--- src/rtl/uart_tx_serializer.sv ---
// uart_tx_serializer: UART transmitter.
// Sends one frame per accepted word: start bit, data LSB first, optional parity, stop bit(s).
// Each bit is held for OVERSAMPLE pulses of the shared tick enable.
// Optional feature: define UART_TX_PARITY_EN to insert a parity bit after the MSB.
// With UART_TX_PARITY_EN, the parity_odd input selects odd parity. It is sampled on accept.
module uart_tx_serializer #(
    parameter int DATA_WIDTH = 8,
    parameter int OVERSAMPLE = 16,
    parameter int STOP_BITS  = 1
) (
    input  logic                  clk,
    input  logic                  rst,
    input  logic                  tick,
    input  logic                  start,
    input  logic [DATA_WIDTH-1:0] data_in,
`ifdef UART_TX_PARITY_EN
    input  logic                  parity_odd,
`endif
    output logic                  tx,
    output logic                  ready,
    output logic                  done
);

    localparam int TCW = $clog2(OVERSAMPLE);
    localparam int BCW = 4;
    localparam logic [TCW-1:0] TICK_LAST = TCW'(OVERSAMPLE - 1);
    localparam logic [BCW-1:0] DATA_LAST = BCW'(DATA_WIDTH - 1);
    localparam logic [BCW-1:0] STOP_LAST = BCW'(STOP_BITS - 1);

    typedef enum logic [2:0] {
        IDLE,
        START,
        DATA,
        PARITY,
        STOP
    } state_t;

    state_t                state_q, state_d;
    logic [TCW-1:0]        tick_cnt_q, tick_cnt_d;
    logic [BCW-1:0]        bit_cnt_q, bit_cnt_d;
    logic [DATA_WIDTH-1:0] shift_q, shift_d;
    logic                  tx_d;
    logic                  done_d;
    logic                  bit_end;
`ifdef UART_TX_PARITY_EN
    logic                  par_q, par_d;
`endif

    assign ready   = (state_q == IDLE);
    assign bit_end = tick && (tick_cnt_q == TICK_LAST);

    // State, counters, shift register and registered line outputs
    always_ff @(posedge clk) begin
        if (rst) begin
            state_q    <= IDLE;
            tick_cnt_q <= '0;
            bit_cnt_q  <= '0;
            shift_q    <= '0;
            tx         <= 1'b1;
            done       <= 1'b0;
`ifdef UART_TX_PARITY_EN
            par_q      <= 1'b0;
`endif
        end else begin
            state_q    <= state_d;
            tick_cnt_q <= tick_cnt_d;
            bit_cnt_q  <= bit_cnt_d;
            shift_q    <= shift_d;
            tx         <= tx_d;
            done       <= done_d;
`ifdef UART_TX_PARITY_EN
            par_q      <= par_d;
`endif
        end
    end

    // Next-state logic; tx_d is the level for the bit that starts on this edge
    always_comb begin
        state_d    = state_q;
        tick_cnt_d = tick_cnt_q;
        bit_cnt_d  = bit_cnt_q;
        shift_d    = shift_q;
        tx_d       = tx;
        done_d     = 1'b0;
`ifdef UART_TX_PARITY_EN
        par_d      = par_q;
`endif
        // OVERSAMPLE is a power of two, so the counter wraps exactly at the bit end
        if (state_q != IDLE && tick) begin
            tick_cnt_d = tick_cnt_q + 1'b1;
        end

        unique case (state_q)
            IDLE: begin
                tx_d = 1'b1;
                if (start) begin
                    state_d    = START;
                    shift_d    = data_in;
                    tick_cnt_d = '0;
                    bit_cnt_d  = '0;
                    tx_d       = 1'b0;
`ifdef UART_TX_PARITY_EN
                    // Parity is taken from the word now, before shifting consumes it
                    par_d      = (^data_in) ^ parity_odd;
`endif
                end
            end
            START: begin
                if (bit_end) begin
                    state_d = DATA;
                    tx_d    = shift_q[0];
                end
            end
            DATA: begin
                if (bit_end) begin
                    shift_d = shift_q >> 1;
                    if (bit_cnt_q == DATA_LAST) begin
                        bit_cnt_d = '0;
`ifdef UART_TX_PARITY_EN
                        state_d   = PARITY;
                        tx_d      = par_q;
`else
                        state_d   = STOP;
                        tx_d      = 1'b1;
`endif
                    end else begin
                        bit_cnt_d = bit_cnt_q + 1'b1;
                        tx_d      = shift_d[0];
                    end
                end
            end
            PARITY: begin
                if (bit_end) begin
                    state_d = STOP;
                    tx_d    = 1'b1;
                end
            end
            STOP: begin
                tx_d = 1'b1;
                if (bit_end) begin
                    if (bit_cnt_q == STOP_LAST) begin
                        state_d   = IDLE;
                        bit_cnt_d = '0;
                        done_d    = 1'b1;
                    end else begin
                        bit_cnt_d = bit_cnt_q + 1'b1;
                    end
                end
            end
            default: begin
                state_d = IDLE;
                tx_d    = 1'b1;
            end
        endcase
    end

endmodule

--- config.mk ---
export PLATFORM = sky130hd
export DESIGN_NAME = uart_tx_serializer
export DESIGN_NICKNAME = d
export VERILOG_FILES = /design/src/rtl/uart_tx_serializer.sv
export SDC_FILE = /design/constraint.sdc
export NUM_CORES = 1
export LEC_CHECK = 0
export BUFFER_PORTS_ARGS = -buffer_cell sky130_fd_sc_hd__buf_2
export CORE_MARGIN = 2
export CORE_UTILIZATION = 56
export DETAILED_ROUTE_END_ITERATION = 10
export GPL_ROUTABILITY_DRIVEN = 0
export PLACE_DENSITY = 0.77
export SLEW_MARGIN = 40
export SYNTH_ARGS = -nofsm -noshare
export SYNTH_HDL_FRONTEND = slang
export SYNTH_SLANG_ARGS = --single-unit
--- constraint.sdc ---
create_clock -name clk -period 1.88 [get_ports clk]
set_clock_uncertainty 0.05 [all_clocks]
set_input_delay 0.282 -clock clk [delete_from_list [all_inputs] [get_ports clk]]
set_output_delay 0.282 -clock clk [all_outputs]
set_load 0.005 [all_outputs]
Yosys cells after proc, flatten, opt, wreduce, memory -nomap -nowiden
Index checks and enable logic that the tools add are counted.
Widths: inputs -> output; s select.
{"block": "totals", "register_bits": 21, "in_bits": 12, "output_inout_bits": 3, "wordCells": 62}
{"block": "classes", "add_sub_neg": 2, "n_eq_ne": 13, "mux": 27, "bitwise": 2, "n_reduce_logical": 12}
{"op": "$mux 4", "n": 8}
{"op": "$mux 3", "n": 7}
{"op": "$mux 8", "n": 2}
{"op": "$pmux 8 s2", "n": 1}
{"op": "$pmux 3 s5", "n": 1}
{"op": "$ne 2x2->1 const B", "n": 7}
{"op": "$pmux 4 s3", "n": 1}
{"op": "$add 4x1->4 const B", "n": 2}
{"op": "$reduce_and 7->1", "n": 1}
{"op": "$eq 3x2->1 const B", "n": 2}
{"op": "$mux 1", "n": 6}
{"op": "$reduce_and 3->1", "n": 2}
{"op": "$reduce_bool 3->1", "n": 2}
{"op": "$eq 4x3->1 const B", "n": 1}
{"op": "$eq 4x4->1 const B", "n": 1}
{"op": "$logic_not 4->1", "n": 1}
{"op": "$pmux 1 s4", "n": 1}
{"op": "$reduce_and 4->1", "n": 1}
{"op": "$eq 3x1->1 const B", "n": 1}
{"op": "$eq 3x3->1 const B", "n": 1}
{"op": "$logic_not 3->1", "n": 1}
{"op": "$reduce_or 3->1", "n": 1}
{"op": "$logic_and 1x1->1", "n": 2}
{"op": "$not 1->1", "n": 2}
{"op": "$reduce_bool 2->1", "n": 1}

Depth between registers and ports, before layout
Gate-level depths: netlist of the first run.
{"block": "depth", "depth_word": 5, "ltp_mapped": 6, "mapped_depth_nobuf": 6}

Least setup slack after synthesis of the first run
OpenSTA, ideal clock, no wires.
{"block": "synth_timing", "path_type": "reg-to-reg", "start": "reg bit_cnt_q[0]", "end": "reg state_q[1]", "setup_time_ns": 0.072, "arrival_ns": 1.504, "required_ns": 1.758, "slack_ns": 0.255, "stages_incl_launch_ff": 7, "path_buffers": 0, "period_less_slack_ns": 1.625, "cell_sequence": "dfxtp_1 inv_1 ha_1 or3b_1 a32o_2 a21oi_4 mux2i_1"}
{"block": "synth_between", "elab_chain_cells": 3, "elab_cells_between_ends": 5, "cone_classes": "eq/ne (3); reduce/logical (2)"}
{"item": "start: declaration", "line_no": "40", "source": "logic [BCW-1:0] bit_cnt_q, bit_cnt_d;"}
{"item": "start signal: assignment", "line_no": "67", "source": "bit_cnt_q <= bit_cnt_d;"}
{"item": "$eq 4x3->1 or $logic_not 4->1 (tied branches)", "line_no": "117, 141"}
{"item": "$ne 2x2->1 (no source line)"}
{"item": "$reduce_and 7->1 (no source line) *"}
{"item": "end signal: assignment", "line_no": "65", "source": "state_q <= state_d;"}
{"item": "end: declaration", "line_no": "38", "source": "state_t state_q, state_d;"}
Every way passes the cells marked *; elsewhere a longest branch is shown, timed or not.
A chain may end at the register's enable or synchronous reset.

Final worst setup path of the first run
{"block": "layout_timing", "start": "reg bit_cnt_q[0]", "end": "reg state_q[2]"}
The elaborated chain is that of the path after synthesis.

==> summary.txt, run 1 <==
Timing
  – Final setup fails: 0
  – Rel. slew slack: 72.50%
  – Final period util: 93.76%
  – RSZ-0062 raised after global routing: false
  – Fmax: 0.5673 GHz
  – Least-Margin Pin Slew: 0.4088 ns
  – Final hold violation count: 0
  – Setup TNS: 0 ns
  – Slew Viols, Final: 0
  – Tmin final: 1.763 ns

GRT
  – Largest net degree at the start of global routing: 20
  – Global-route wire length before repair: 4229 um
  – Vias in the first global route: 978
  – Initial antenna violation count: 0
  – GR Overflow Total: 0
  – Total GRT Usage: 21.66%

Placed design
  – Placed cells: 172
  – Port Buf Inserts: 14
  – Post-DP HPWL: 1825 um

Synth
  – Distinct cell type count after synthesis: 43
  – Synth warn: 0
  – Synth Register Bits: 21
  – Mapped Cells: 132
  – Post-synthesis cell area: 1186 sq um
  – Syn nets: 147
  – Synth Flop Type: dfxtp_1
  – Synthesized area per cell: 8.986 sq um
  – FFs w/ async S/R, synth: 0%
  – Post-synth EDFFs: 0
  – Register area share after synthesis: 35.44%

Drt
  – DRC Markers: 0
  – Post-DR vias/cell: 6.028
  – WL/cell: 13.76 um
  – 1st-iter DRT viols: 16
  – Drt first pass iters: 4
  – Total number of vias: 1061
  – Detail Route Antenna Nets: 0
  – Final wirelength: 2422 um

Floorplan
  – Core area: 1982 sq um
  – Ports: 15
  – Initial Util: 59.85%
  – Die Area: 2502 sq um
  – Die W: 50.02 um
  – Die height: 50.02 um
  – Core Rows: 16

CTS
  – CTS tree: done
  – Clk sinks: 21
  – Post-CTS Setup Inserts: 0
  – CTS resizes: 0
  – Htree depth: 1
  – CTS root buffer: clkbuf_4
  – Worst-path clk slew: 0.12 ns
  – CTS Hold Bufs: 0
  – Worst-Skew Late Latency: 0.30 ns
  – Cts bufs inserted: 3
  – Clk buf depth: 2

Power
  – Clock network power share: 18.2%
  – Sw frac: 34.80%
  – Sequential power share: 44.8%
  – P_int: 0.7798 mW
  – Pwr/cell area: 903.5 nW/um^2
  – Leakage: 0.5433 nW
  – Combinational power share: 37.0%
  – Max VDD drop: 0.6913 mV
  – Net Sw Power: 0.4162 mW

Setup path
  – Crit path capture type: flip-flop
  – CP Data Required Time: 2.07 ns
  – Startpoint types: flip-flop
  – CP max FO: 5
  – WP data arrival: 1.95 ns
  – Critical path class: flip-flop to flip-flop

Flow run
  – Max Cap Viol: 0

Worst hold path
  – HP Class: primary input to flip-flop

Layout
  – Total inserted antenna cells: 0
  – Non-filler cells, final: 176
  – Layout cells sized above 1: 20.81%
  – Final #Nets: 165
  – Layout area overhead: 11.60%

Outcome
  – Run status: finished, final reports clean
## per-layer routing
layer  vias to the layer above  GRT usage [%]  routed length (um)
li1                        539              -                   -
met1                       499          27.92                1128
met2                        21          37.06                1188
met3                         2          3.636                  93
met4                         0          5.556                  10
met5                         -              0                   0
## path summary, 6_finish.rpt
check                           slack, ns  depth (start not counted)    startpoint          to
worst max-delay path                 0.12                          6  bit_cnt_q[0]  state_q[2]
worst min-delay path                 0.28                          3    data_in[7]  shift_q[7]
worst max register to register       0.12                          6  bit_cnt_q[0]  state_q[2]
worst min register to register       0.44                          2            tx          tx
## cells by family (layout without fill, tap and decap cells)
| kind of cell | count (synthesis) | after routing | synth area share [%] |
|---|---|---|---|
| AO/OA/AOI/OAI | 42 | 42 | 25.53 |
| adder cells (fa/ha/maj) | 3 | 3 | 3.165 |
| buffers and inverters | 11 | 28 | 4.853 |
| flip-flops | 21 | 21 | 35.44 |
| multiplexers | 11 | 11 | 9.705 |
| AND/OR/NAND/NOR | 44 | 44 | 21.31 |
## synth_stat cells, drive strengths merged, types with 2 or more instances
cell type	number	share of area, %
a21oi	14	7.8
a22oi	2	1.3
a311oi	7	5.2
buf	6	3.3
clkbuf	2	0.63
dfxtp	21	35
ha	3	3.2
inv	3	0.95
mux2i	10	8.4
nand2	6	1.9
nand3	6	2.5
nand3b	4	2.5
nand4	2	1.1
nor2	8	2.5
nor2b	2	1.1
nor3	4	2.1
nor4	2	1.1
o211ai	4	2.5
o21ai	5	2.1
or3b	3	2.2
## placed cells by master, fill, tap and decap left out, types with 3 or more instances in the layout
cell type	Yosys	layout
clkbuf_4	0	3
a21oi_1	12	12
nand2_1	6	6
o211ai_1	4	4
nor3_1	3	3
buf_2	4	14
nor2_1	8	8
ha_1	3	3
o21ai_0	3	3
or3b_1	3	3
inv_1	3	3
buf_4	1	7
dfxtp_1	21	21
nand3b_1	4	4
mux2i_1	10	10
nand3_1	6	6
a311oi_1	7	7
## power groups by stage
stage          Clock [mW]  Sequential (mW)  Combinational [mW]
4_1_cts             0.227            0.536               0.442
3_5_place_dp            0            0.546               0.441
5_1_grt             0.241            0.543               0.493
6_report            0.217            0.536               0.442
3_3_place_gp            0            0.543               0.426
2_1_floorplan           0            0.538               0.335
## worst max-delay path, stage by stage, from the launching register on
cell	delay, ns
dfxtp_1	0.36
inv_1	0.09
ha_1	0.13
or3b_1	0.38
a32o_2	0.33
a21oi_4	0.16
mux2i_1	0.20
## final cells by class
| cell class | count | area [sq um] |
|---|---|---|
| clock inverter | 1 | 5.005 |
| fill | 179 | 658.1 |
| multi-input combinational | 100 | 708.2 |
| timing repair buffer | 21 | 122.6 |
| sequential | 21 | 420.4 |
| inverter | 3 | 11.26 |
| tap | 27 | 33.78 |
| clock buffer | 3 | 22.52 |
## metrics by stage
step	power, mW	area, sq um	setup WS, ns	util [%]	hold WS [ns]
2_1_floorplan	0.8727	1186	0.2545	-	0.3965
3_3_place_gp	0.9697	1296	0.2100	65.40	0.4111
3_5_place_dp	0.9877	1296	0.1363	65.40	0.4281
4_1_cts	1.206	1324	0.1090	66.79	0.2685
5_1_grt	1.277	1324	0.01049	66.79	0.2809
6_report	1.196	1324	0.1173	66.79	0.2773
## state kept, by name, summed over array words and instances, names as in the netlist
register	count
state_q	3
done	1
tick_cnt_q	4
shift_q	8
bit_cnt_q	4
tx	1
Note: power is estimated with default switching activity, not from simulation.
==> inputs of run 2 (changes only) <==
CORE_UTILIZATION = 44   (was 56)
PLACE_DENSITY = 0.69   (was 0.77)
==> run 2 against run 1 <==
Net effect:
- routed wire length is 7.6% higher
- setup slack gained 0.011 ns
- core utilization shrank 14 points
- via count fell by 0.19%
- maximum frequency up 0.61%
- first-iteration DRC count grew to 2.7 times the previous value
- register-to-register slack is essentially flat
- worst hold slack got worse by 0.024 ns
- combinational power is 2% higher
- sequential share of layout area fell by 0.27 points
- largest power group unchanged
- highest routed layer unchanged
==> summary.txt, run 2 (synthesized netlist as in run 1, its figures left out) <==
GRT
  – M1 GR Usage: 22.62%
  – Global-route wire length before repair: 4519 um
  – GR Overflow Total: 0
  – Initial antenna violation count: 0
  – Routing usage on met3: 5.581%
  – Vias in the first global route: 1012
  – Total GRT Usage: 18.06%
  – GR met2 Demand/Resource: 30.27%
  – Largest net degree at the start of global routing: 20
  – Most Crowded Layer GR: met2

Drt
  – Final wirelength: 2606 um
  – Drt first pass iters: 4
  – Total number of vias: 1059
  – 1st-iter DRT viols: 43
  – DRC Markers: 0
  – Detail Route Antenna Nets: 0
  – WL/cell: 14.48 um
  – Post-DR vias/cell: 5.883

Layout
  – Layout area overhead: 12.55%
  – Final #Nets: 166
  – Most frequent cells in the layout: dfxtp_1 (21), buf_2 (14), a21oi_1 (12)
  – Max reg flops: 8
  – # fillers: 248
  – Commonest non-fill, non-tap cell in the layout: dfxtp_1
  – Layout cells sized above 1: 21.33%
  – Largest regs: shift_q: 8 flops, bit_cnt_q: 4 flops, tick_cnt_q: 4 flops
  – Total inserted antenna cells: 0
  – Largest Register: shift_q
  – Register area: 420.4 sq um
  – Multi-input logic area: 708.2 sq um
  – Final instance area: 1335 sq um

Timing
  – Least-Margin Pin Slew: 0.4765 ns
  – Tmin final: 1.752 ns
  – Rel. slew slack: 67.94%
  – Final setup fails: 0
  – RSZ-0062 raised after global routing: false
  – Setup TNS: 0 ns
  – Slew Viols, Final: 0
  – Fmax: 0.5708 GHz
  – Final hold violation count: 0
  – Final period util: 93.19%

Floorplan
  – Die Area: 3127 sq um
  – Core area: 2522 sq um
  – Core Rows: 18
  – Die height: 55.92 um
  – Die W: 55.92 um
  – Ports: 15
  – Initial Util: 47.02%

Setup path
  – Startpoint types: flip-flop
  – CP Data Required Time: 2.08 ns
  – WP data arrival: 1.96 ns
  – Critical path class: flip-flop to flip-flop
  – Crit path capture type: flip-flop
  – CP max FO: 4
  – Worst R2R Path Depth: 6

CTS
  – CTS root buffer: clkbuf_4
  – Worst-path clk slew: 0.13 ns
  – Htree depth: 1
  – Clk buf depth: 2
  – Clk sinks: 21
  – Cts bufs inserted: 3
  – CTS tree: done
  – CTS resizes: 0
  – Worst-Skew Late Latency: 0.32 ns

Power
  – Leakage: 0.5487 nW
  – Net Sw Power: 0.4381 mW
  – Sw frac: 35.85%
  – Combinational power share: 37.0%
  – P_int: 0.7840 mW
  – Max VDD drop: 0.5500 mV
  – Sequential power share: 43.9%
  – Clock network power share: 19.0%
  – Pwr/cell area: 915.4 nW/um^2

Worst hold path
  – HP Class: primary input to flip-flop
  – WHS Path Cells: 3

Placed design
  – Cell Area, Placed: 1300 sq um
  – Post-DP HPWL: 1876 um
  – Port Buf Inserts: 14

Flow run
  – Max Cap Viol: 0

Outcome
  – Run status: finished, final reports clean
-- run 2: changes by cell type in the layout (fill, tap and decap cells not counted), sizes merged --
cell,delta
buf,+1
-- run 2: cell type report --
type                    instances  share of cell area, %
clock buffers                   3                  1.687
clock inverters                 1                 0.3749
inverters                       3                 0.8435
multi-input cells             100                  53.05
flip-flops and latches         21                  31.49
well taps                      30                  2.812
repair buffers                 22                  9.747
-- run 2: worst paths after layout --
path | start | end | slack (ns)
setup / recovery | bit_cnt_q[0] | state_q[2] | 0.13
hold / removal | data_in[7] | shift_q[7] | 0.25
setup reg to reg | bit_cnt_q[0] | state_q[2] | 0.13
hold reg to reg | bit_cnt_q[3] | bit_cnt_q[3] | 0.44
-- run 2: routing by layer --
layer | up-vias | part of all wire (%)
met4 | 0 | 1.2
met1 | 487 | 46
met5 | - | 0
li1 | 541 | -
met2 | 26 | 47
met3 | 5 | 5.3
-- run 2: power groups by stage --
stage                     Sequential [mW]  Combinational, mW  Clock (mW)
final                               0.537              0.453       0.233
after global routing                0.545              0.500       0.258
after CTS                           0.538              0.446       0.240
after detailed placement            0.548              0.443           0
after global placement              0.543              0.433           0
after floorplan                     0.538              0.335           0
-- run 2: critical path: stages (launching register included) --
cell	delay (ns)
dfxtp_1	0.36
inv_1	0.08
ha_1	0.13
or3b_1	0.38
a32o_2	0.30
a21oi_4	0.17
mux2i_1	0.22
-- run 2: stage by stage --
stage / std cells / power, mW / setup slack, ns / hold WS (ns) / util [%]
floorplan: 132 / 0.8727 / 0.2545 / 0.3965 / -
global placement: 175 / 0.9756 / 0.2159 / 0.4192 / 51.54
detailed placement: 175 / 0.9911 / 0.1379 / 0.4258 / 51.54
CTS: 179 / 1.223 / 0.1103 / 0.2513 / 52.63
global route: 180 / 1.303 / 0.007873 / 0.2646 / 52.93
finish: 180 / 1.222 / 0.1280 / 0.2532 / 52.93
-- run 2: repair_timing --
action                                  in CTS  in global routing
buffers inserted                             0                  1
endpoints found under the setup margin       0                  2
hold buffers                                 0                  0
==> inputs of run 3 (changes only) <==
REMOVE_ABC_BUFFERS = 1   (was default)
==> run 3 against run 2 <==
Net effect:
- combinational power down 9.9%
- die area unchanged
- global-route usage down 0.68 points
- flip-flop and latch count unchanged
- largest cell class unchanged
==> summary.txt, run 3 (synthesized netlist as in run 1, its figures left out) <==
GRT
  – Total GRT Usage: 17.38%
  – Initial antenna violation count: 0
  – Global-route wire length before repair: 4457 um
  – Vias in the first global route: 1019
  – Largest net degree at the start of global routing: 20
  – GR Overflow Total: 0

Drt
  – 1st-iter DRT viols: 36
  – Post-DR vias/cell: 6.006
  – WL/cell: 14.29 um
  – DRC Markers: 0
  – Total number of vias: 1063
  – Drt first pass iters: 4
  – Final wirelength: 2529 um
  – Detail Route Antenna Nets: 0

Timing
  – Least-Margin Pin Slew: 0.4752 ns
  – Tmin final: 1.773 ns
  – Slew Viols, Final: 0
  – Final period util: 94.29%
  – Final hold violation count: 0
  – Fmax: 0.5641 GHz
  – Final setup fails: 0
  – Rel. slew slack: 68.15%
  – Setup ws final: 0.1073 ns
  – RSZ-0062 raised after global routing: true
  – Setup TNS: 0 ns

Placed design
  – Cell Area, Placed: 1285 sq um
  – Post-DP HPWL: 1813 um
  – Port Buf Inserts: 14
  – Dpl ws: 0.1418 ns

CTS
  – Cts bufs inserted: 3
  – Worst-Skew Late Latency: 0.31 ns
  – CTS root buffer: clkbuf_4
  – CTS tree: done
  – Clk buf depth: 2
  – Worst-path clk slew: 0.12 ns
  – Htree depth: 1
  – Clk sinks: 21

Layout
  – Commonest non-fill, non-tap cell in the layout: dfxtp_1
  – Final #Nets: 163
  – Post-route core utilization: 52.08%
  – Max reg flops: 8
  – Total inserted antenna cells: 0
  – Most frequent cells in the layout: dfxtp_1 (19), buf_2 (14), a21oi_1 (12)
  – Largest regs: shift_q: 8 flops, bit_cnt_q: 4 flops, tick_cnt_q: 4 flops
  – Layout cells sized above 1: 20.41%
  – Final instance area: 1314 sq um
  – Layout area overhead: 10.76%
  – Largest Register: shift_q

Setup path
  – Critical path class: flip-flop to flip-flop
  – Worst R2R Path Depth: 6
  – FF-to-FF End: state_q[1]
  – CP Data Required Time: 2.07 ns
  – Slowest-stage cell, CP: or3b_1
  – Worst R2R Start: bit_cnt_q[0]
  – Slowest stage delay, CP: 0.39 ns
  – CP max FO: 5
  – Startpoint types: flip-flop
  – WP data arrival: 1.96 ns
  – Crit-path cells: inv_1 > ha_1 > or3b_1 > a32o_2 > a21oi_4 > mux2i_1
  – Flop-to-flop setup slack: 0.11 ns
  – Crit path capture type: flip-flop

Worst hold path
  – Hold Path End: shift_q[7]
  – Startpoint of the worst hold path: data_in[7]
  – HP Class: primary input to flip-flop
  – WHS Path Cells: 3

Floorplan
  – Initial Util: 47.02%
  – Core area: 2522 sq um
  – Die Area: 3127 sq um
  – Core Rows: 18
  – Ports: 15
  – Die W: 55.92 um
  – Die height: 55.92 um

Power
  – Leakage: 0.5316 nW
  – Pwr/cell area: 902.5 nW/um^2
  – Max VDD drop: 0.7759 mV
  – Total power: 1.186 mW

Flow run
  – Max Cap Viol: 0

Outcome
  – Run status: finished, final reports clean
run 3: cell count changes in the layout (fill, tap and decap cells not counted), sizes merged:
cell / before / now
buf: 22 / 19
clkbuf: 3 / 4
clkinv: 1 / 0
run 3: cell type report:
| type | instances | area (sq um) |
|---|---|---|
| tap | 30 | 37.54 |
| clock buffer | 4 | 26.28 |
| fill | 240 | 1209 |
| timing repair buffer | 19 | 107.6 |
| multi-input combinational | 100 | 708.2 |
| sequential | 21 | 422.9 |
| inverter | 3 | 11.26 |
run 3: critical path, delay by kind of cell, from the launching register on:
kind / cells / cell delay (ns)
multiplexers: 1 / 0.19
adder cells (fa/ha/maj): 1 / 0.14
flip-flops: 1 / 0.36
AO/OA/AOI/OAI: 2 / 0.50
buffers and inverters: 1 / 0.08
AND/OR/NAND/NOR: 1 / 0.39
run 3: timing repair:
item / in CTS / in global routing
gates resized for setup: 0 / 2
endpoints found under the setup margin: 0 / 3
setup buffers: 0 / 0
hold buffers: 0 / 0
run 3: power breakdown:
| part | internal, mW | switching [mW] |
|---|---|---|
| Combinational | 0.185 | 0.223 |
| Clock | 0.0827 | 0.135 |
| Sequential | 0.501 | 0.0584 |
run 3: stage by stage:
step	cells	hold slack, ns
2_1_floorplan	124	0.3011
3_5_place_dp	173	0.4264
4_1_cts	177	0.2630
5_1_grt	177	0.2636
6_report	177	0.2713
3_3_place_gp	173	0.4216
run 3: how the worst max path moves through the flow:
stage	depth (start not counted)	startpoint	endpoint
after floorplan	4	state_q[1]	bit_cnt_q[2]
after global placement	6	bit_cnt_q[0]	state_q[1]
after detailed placement	4	state_q[1]	shift_q[3]
after CTS	4	state_q[1]	shift_q[3]
after global routing	6	bit_cnt_q[0]	state_q[1]
final	6	bit_cnt_q[0]	state_q[1]
run 3: per-layer routing:
layer  GRT usage (%)  wire length, um  up-vias
li1                -                -      536
met1           23.50             1202      500
met2           27.72             1218       25
met3           3.721               92        2
met4           5.442               15        0
met5               0                0        -
